File: config.mk
export PLATFORM = sky130hd
export DESIGN_NAME = pipeline_ctrl_flat
export DESIGN_NICKNAME = d
export VERILOG_FILES = /design/src/rtl/pipeline_ctrl_if.sv /design/src/rtl/pipeline_ctrl.sv /design/src/flat_wrapper.sv
export SDC_FILE = /design/constraint.sdc
export NUM_CORES = 1
export LEC_CHECK = 0
export ABC_AREA = 0
export BUFFER_PORTS_ARGS = -buffer_cell sky130_fd_sc_hd__buf_2
export CORE_MARGIN = 4
export CORE_UTILIZATION = 35
export CTS_CLUSTER_DIAMETER = 80
export CTS_CLUSTER_SIZE = 14
export DETAILED_ROUTE_END_ITERATION = 10
export SYNTH_ARGS = -nofsm -noshare
export SYNTH_HDL_FRONTEND = slang
export SYNTH_SLANG_ARGS = --single-unit
File: constraint.sdc
create_clock -name clk -period 1.9 [get_ports clk]
set_input_delay 0.095 -clock clk [delete_from_list [all_inputs] [get_ports clk]]
set_output_delay 0.095 -clock clk [all_outputs]
set_load 0.1 [all_outputs]
File: src/rtl/pipeline_ctrl_if.sv
// Hazard-controller bus: hazard/branch/memory inputs from the datapath and the
// stage-register, PC and counter controls driven back to it.
interface pipeline_ctrl_if #(
  parameter int CNT_W = 32
);
  logic [4:0]       id_rs1;
  logic [4:0]       id_rs2;
  logic             id_use_rs1;
  logic             id_use_rs2;
  logic [4:0]       ex_rd;
  logic             ex_mem_read;
  logic             ex_branch_taken;
  logic [31:0]      ex_branch_target;
  logic             mem_req;
  logic             mem_ready;

  logic             pc_we;
  logic             pc_sel;
  logic [31:0]      pc_target;
  logic             if_id_valid;
  logic             id_ex_valid;
  logic             ex_mem_valid;
  logic             if_id_flush;
  logic             id_ex_flush;
  logic             mem_wb_flush;
  logic [CNT_W-1:0] stall_cnt;
  logic [CNT_W-1:0] flush_cnt;

  modport master (
    output id_rs1, id_rs2, id_use_rs1, id_use_rs2, ex_rd, ex_mem_read,
           ex_branch_taken, ex_branch_target, mem_req, mem_ready,
    input  pc_we, pc_sel, pc_target, if_id_valid, id_ex_valid, ex_mem_valid,
           if_id_flush, id_ex_flush, mem_wb_flush, stall_cnt, flush_cnt
  );

  modport slave (
    input  id_rs1, id_rs2, id_use_rs1, id_use_rs2, ex_rd, ex_mem_read,
           ex_branch_taken, ex_branch_target, mem_req, mem_ready,
    output pc_we, pc_sel, pc_target, if_id_valid, id_ex_valid, ex_mem_valid,
           if_id_flush, id_ex_flush, mem_wb_flush, stall_cnt, flush_cnt
  );
endinterface

File: src/rtl/pipeline_ctrl.sv
// Hazard and sequencing controller for the 5-stage core: load-use stalls,
// registered branch redirects, data-memory wait freezes and perf counters.
module pipeline_ctrl #(
  parameter int CNT_W = 32
) (
  input  logic            clk,
  input  logic            reset,
  pipeline_ctrl_if.slave  bus
);

  typedef enum logic [1:0] {RUN, MEM_WAIT, REDIRECT} state_t;

  state_t           state;
  logic [31:0]      redirect_pc;
  logic [CNT_W-1:0] stall_cnt;
  logic [CNT_W-1:0] flush_cnt;

  logic freeze;
  logic lu_hazard;

  // In MEM_WAIT the access is already outstanding, so only ready matters.
  assign freeze = (state == MEM_WAIT) ? ~bus.mem_ready
                                      : (bus.mem_req & ~bus.mem_ready);

  assign lu_hazard = bus.ex_mem_read && (bus.ex_rd != 5'd0) &&
                     ((bus.id_use_rs1 && (bus.id_rs1 == bus.ex_rd)) ||
                      (bus.id_use_rs2 && (bus.id_rs2 == bus.ex_rd)));

  always_comb begin
    // NOTE: every output gets a default first so no path leaves one unassigned (no latch).
    bus.pc_we        = 1'b1;
    bus.pc_sel       = 1'b0;
    bus.pc_target    = redirect_pc;
    bus.if_id_valid  = 1'b1;
    bus.id_ex_valid  = 1'b1;
    bus.ex_mem_valid = 1'b1;
    bus.if_id_flush  = 1'b0;
    bus.id_ex_flush  = 1'b0;
    bus.mem_wb_flush = 1'b0;

    if (reset) begin
      bus.pc_we        = 1'b0;
      bus.pc_target    = 32'd0;
      bus.if_id_valid  = 1'b0;
      bus.id_ex_valid  = 1'b0;
      bus.ex_mem_valid = 1'b0;
      bus.if_id_flush  = 1'b1;
      bus.id_ex_flush  = 1'b1;
      bus.mem_wb_flush = 1'b1;
    end else if (freeze) begin
      bus.pc_we        = 1'b0;
      bus.if_id_valid  = 1'b0;
      bus.id_ex_valid  = 1'b0;
      bus.ex_mem_valid = 1'b0;
      bus.mem_wb_flush = 1'b1;
    end else if (state == REDIRECT) begin
      bus.pc_sel      = 1'b1;
      bus.if_id_flush = 1'b1;
    end else if (bus.ex_branch_taken) begin
      bus.pc_we       = 1'b0;
      bus.if_id_flush = 1'b1;
      bus.id_ex_flush = 1'b1;
    end else if (lu_hazard) begin
      bus.pc_we       = 1'b0;
      bus.if_id_valid = 1'b0;
      bus.id_ex_flush = 1'b1;
    end
  end

  always_ff @(posedge clk) begin
    // NOTE: sequential state uses non-blocking assignments so all registers update together.
    if (reset) begin
      state       <= RUN;
      redirect_pc <= 32'd0;
      stall_cnt   <= '0;
      flush_cnt   <= '0;
    end else if (freeze) begin
      // A frozen redirect keeps its state and target until the freeze clears.
      if (state != REDIRECT) state <= MEM_WAIT;
      stall_cnt <= stall_cnt + 1'b1;
    end else if (state == REDIRECT) begin
      state <= RUN;
    end else if (bus.ex_branch_taken) begin
      state       <= REDIRECT;
      redirect_pc <= bus.ex_branch_target;
      flush_cnt   <= flush_cnt + 1'b1;
    end else begin
      state <= RUN;
      if (lu_hazard) stall_cnt <= stall_cnt + 1'b1;
    end
  end

  assign bus.stall_cnt = stall_cnt;
  assign bus.flush_cnt = flush_cnt;

endmodule

File: src/flat_wrapper.sv
// flat-port wrapper written by rule: the top's interface ports become plain ports
module pipeline_ctrl_flat 
#(
  parameter int CNT_W = 32
)
  (clk, reset, bus_id_rs1, bus_id_rs2, bus_id_use_rs1, bus_id_use_rs2, bus_ex_rd, bus_ex_mem_read, bus_ex_branch_taken, bus_ex_branch_target, bus_mem_req, bus_mem_ready, bus_pc_we, bus_pc_sel, bus_pc_target, bus_if_id_valid, bus_id_ex_valid, bus_ex_mem_valid, bus_if_id_flush, bus_id_ex_flush, bus_mem_wb_flush, bus_stall_cnt, bus_flush_cnt);
  pipeline_ctrl_if #(.CNT_W(CNT_W)) bus_i ();
  input  logic clk;
  input  logic reset;
  input wire logic [$bits(bus_i.id_rs1)-1:0] bus_id_rs1;
  input wire logic [$bits(bus_i.id_rs2)-1:0] bus_id_rs2;
  input wire logic [$bits(bus_i.id_use_rs1)-1:0] bus_id_use_rs1;
  input wire logic [$bits(bus_i.id_use_rs2)-1:0] bus_id_use_rs2;
  input wire logic [$bits(bus_i.ex_rd)-1:0] bus_ex_rd;
  input wire logic [$bits(bus_i.ex_mem_read)-1:0] bus_ex_mem_read;
  input wire logic [$bits(bus_i.ex_branch_taken)-1:0] bus_ex_branch_taken;
  input wire logic [$bits(bus_i.ex_branch_target)-1:0] bus_ex_branch_target;
  input wire logic [$bits(bus_i.mem_req)-1:0] bus_mem_req;
  input wire logic [$bits(bus_i.mem_ready)-1:0] bus_mem_ready;
  output wire logic [$bits(bus_i.pc_we)-1:0] bus_pc_we;
  output wire logic [$bits(bus_i.pc_sel)-1:0] bus_pc_sel;
  output wire logic [$bits(bus_i.pc_target)-1:0] bus_pc_target;
  output wire logic [$bits(bus_i.if_id_valid)-1:0] bus_if_id_valid;
  output wire logic [$bits(bus_i.id_ex_valid)-1:0] bus_id_ex_valid;
  output wire logic [$bits(bus_i.ex_mem_valid)-1:0] bus_ex_mem_valid;
  output wire logic [$bits(bus_i.if_id_flush)-1:0] bus_if_id_flush;
  output wire logic [$bits(bus_i.id_ex_flush)-1:0] bus_id_ex_flush;
  output wire logic [$bits(bus_i.mem_wb_flush)-1:0] bus_mem_wb_flush;
  output wire logic [$bits(bus_i.stall_cnt)-1:0] bus_stall_cnt;
  output wire logic [$bits(bus_i.flush_cnt)-1:0] bus_flush_cnt;
  assign bus_i.id_rs1 = bus_id_rs1;
  assign bus_i.id_rs2 = bus_id_rs2;
  assign bus_i.id_use_rs1 = bus_id_use_rs1;
  assign bus_i.id_use_rs2 = bus_id_use_rs2;
  assign bus_i.ex_rd = bus_ex_rd;
  assign bus_i.ex_mem_read = bus_ex_mem_read;
  assign bus_i.ex_branch_taken = bus_ex_branch_taken;
  assign bus_i.ex_branch_target = bus_ex_branch_target;
  assign bus_i.mem_req = bus_mem_req;
  assign bus_i.mem_ready = bus_mem_ready;
  assign bus_pc_we = bus_i.pc_we;
  assign bus_pc_sel = bus_i.pc_sel;
  assign bus_pc_target = bus_i.pc_target;
  assign bus_if_id_valid = bus_i.if_id_valid;
  assign bus_id_ex_valid = bus_i.id_ex_valid;
  assign bus_ex_mem_valid = bus_i.ex_mem_valid;
  assign bus_if_id_flush = bus_i.if_id_flush;
  assign bus_id_ex_flush = bus_i.id_ex_flush;
  assign bus_mem_wb_flush = bus_i.mem_wb_flush;
  assign bus_stall_cnt = bus_i.stall_cnt;
  assign bus_flush_cnt = bus_i.flush_cnt;
  pipeline_ctrl #(.CNT_W(CNT_W)) u_core (.clk(clk), .reset(reset), .bus(bus_i));
endmodule
==> results by group <==
Placed design
  – Routability cong.: 0.801
  – Port Buffers: 158
  – DP Worst Slack: -335 ps
  – HPWL after DPL: a little over 9000 um
  – Inst Count DP: 905
  – DP Area: between 0.006 and 0.007 mm^2

Clock tree
  – CTS tree: built
  – CTS Buf Count: 9
  – Clock insertion delay at the later pin of the skew report: 350 ps
  – CTS root buf: clkbuf_16
  – Clock Pin Slew Worst Setup and Hold Paths: 70 ps
  – Num Clock Sinks: 98
  – H-tree depth: 3
  – Max Buffers Root-to-Sink: 2

Layout
  – Fill count: between 1,000 and 1,500
  – Nets: around 850
  – Final cell count without fillers: about 970
  – Fin util: 0.558
  – Storage element area: 0.00211 mm^2
  – Share of layout cells above drive strength 1: 0.430
  – Area Growth Syn to Fin: 55.9%
  – Final Cell Area: 0.00707 mm^2
  – Area of the multi-input gates: 0.00270 mm^2

Global route
  – Global-route wire length before repair: 22,200 um
  – Aggregate global routing overflow: 0
  – Largest net degree at the start of global routing: 52
  – Initial antenna violation count: 2
  – GRT Overall Usage: 0.183
  – Vias in the first global route: 4,731

Floorplanning
  – Total core area: 0.0127 mm^2
  – Die ar.: 0.0148 mm^2
  – Initial core utilization: 0.358
  – Rows: approximately 40
  – Ports: roughly 160
  – Die height: between 100 and 150 um
  – Die X: 122 um

Setup path
  – Critical path arrival: 2170 ps
  – Startpoint types: primary input
  – WP data required: 2170 ps
  – R2R depth: 7
  – Critical path fanouts, max: 11
  – CP endpoint kind: flop
  – WS Path Type: in -> reg

STA
  – FMAX: approximately 530 MHz
  – RSZ-0062 raised after global routing: true
  – Crit path setup slack, layout: 4.60 ps
  – Setup TNS: 0 ps
  – Relative slew slack: 0.573
  – # setup viols final: 0
  – Worst Tran Pin Value: ~640 ps
  – Crit share post-route: 0.998
  – Min Hold Slack: 114 ps
  – Final worst path period need: 1900 ps
  – Final hold vios: 0
  – Clock Skew: 5.51 ps
  – Final Slew Violations: 0

Drt
  – Via count: 4,856
  – Avg Vias per Cell: 5.02
  – Routed wire length: 14,000 um
  – Drc violations: 0
  – Pre-antenna DRT Iters: 4
  – WL/cell: 14.4 um
  – 1st-iter DRT viols: between 200 and 250
  – DRT antenna net count: 0

Job
  – Max_cap viols: 0

Synth
  – Synth unique cells: 40
  – FF+latch count, synth: 98
  – Asr flop ratio synth: 0
  – Predominant post-synthesis flop cell: dfxtp_1
  – Top-count cell post-synth: dfxtp_1
  – Synth cell count leaders: dfxtp_1 (98), nand2_1 (87), a21oi_1 (66)
  – Top post-synthesis cells by area: dfxtp_1 (43%), a21oi_1 (7.3%), nand2_1 (7.2%), nor2b_1 (4.8%), xnor2_1 (4.6%)
  – Post-synth EDFFs: 0
  – Post-synth top area cell: dfxtp_1
  – Syn_area_per_cell: 7.99 um^2
  – Synth warnings: 0
  – Post-Syn Area: 0.00453 mm^2
  – Mapped Cells: around 570
  – Mapped Nets: between 600 and 700
  – Register area share after synthesis: 0.433
  – Synth top area share: 0.433

Power and ir drop
  – Design Power: roughly 5 mW
  – Peak supply drop: roughly 0.00049 V
  – Pleak: 2.93 nW
  – PwrDens: around 690 mW/mm^2

Worst hold path
  – Worst Hold Depth: 2
  – Worst min path class: in -> reg

Run status
  – Status: finished, final reports clean
timing repair:
| action | in CTS | in global routing |
|---|---|---|
| gates resized for setup | 6 | 52 |
| hold endpoints to repair | 32 | 0 |
| setup buffers | 3 | 8 |
| cloned | 1 | 2 |
| pin swaps | 2 | 18 |
| hold buffers | 32 | 0 |
| endpoints found under the setup margin | 8 | 44 |
placed cells by master (no fill, tap or decap), drive strengths merged, types with 7 or more instances in the layout:
cell type,Yosys,final
buf,3,212
nand4,14,14
clkbuf,32,13
and3,7,7
xor2,16,16
dfxtp,98,98
or3,24,24
nor2b,35,35
a21oi,66,66
nor4,11,11
inv,8,8
o21ai,25,25
nor2,39,39
or4,10,10
xnor2,24,24
nor3,12,12
nand3,23,23
dlygate4sd3,0,32
nand2,87,87
o31ai,8,8
worst max-delay path: stages:
cell	delay [ps]
buf_8	100
xor2_2	170
nor4_2	320
a32oi_2	170
o41a_4	480
buf_8	160
or4_4	510
a21oi_2	150
path summary, 6_finish.rpt:
path                                              start                                    end  slack, ps
setup reg to reg  u_core.bus.stall_cnt[16]$_SDFFE_PP0P_  u_core.bus.stall_cnt[23]$_SDFFE_PP0P_         50
hold / removal                                    reset   u_core.bus.flush_cnt[0]$_SDFFE_PP0P_        110
hold reg to reg     u_core.redirect_pc[21]$_SDFFE_PP0P_    u_core.redirect_pc[21]$_SDFFE_PP0P_        450
setup / recovery                           bus_ex_rd[1]  u_core.bus.stall_cnt[12]$_SDFFE_PP0P_          5
cell families (layout without fill, tap and decap cells):
kind of cell	count (synthesis)	count (layout)	share of synthesized area
AO/OA/AOI/OAI	106	107	0.129
multiplexers	1	1	0.00221
AND/OR/NAND/NOR	277	277	0.314
other	0	1	0
adder cells (fa/ha/maj)	2	2	0.00552
XOR/XNOR	40	40	0.0773
flip-flops	98	98	0.433
buffers and inverters	43	270	0.0384
final cells by class:
| cell class | instances | share of cell area |
|---|---|---|
| tap | 172 | 0.0305 |
| inverter | 8 | 0.00478 |
| sequential | 98 | 0.298 |
| clock buffer | 11 | 0.0359 |
| timing repair buffer | 246 | 0.240 |
| antenna | 1 | 0.000354 |
| clock inverter | 5 | 0.00850 |
| multi-input combinational | 427 | 0.381 |
power breakdown:
part / internal (mW) / total, mW / switching, mW
Clock: 1.11 / 1.92 / 0.814
Sequential: 2.07 / 2.10 / 0.0331
Combinational: 0.285 / 0.867 / 0.582
Total: 3.46 / 4.89 / 1.43
state kept, by name (all words and copies together), names as in the netlist:
name	count
u_core.bus.flush_cnt	32
u_core.bus.stall_cnt	32
u_core.redirect_pc	32
u_core.state	2
layer usage:
metal  part of all wire  up-vias  track usage
met5            0.00093        -            0
met4              0.025        2       0.0812
met3              0.063       28       0.0571
met2               0.49      142        0.310
met1               0.42     2274        0.212
li1                   -     2410            -
Power figures use the tool's default switching activity.
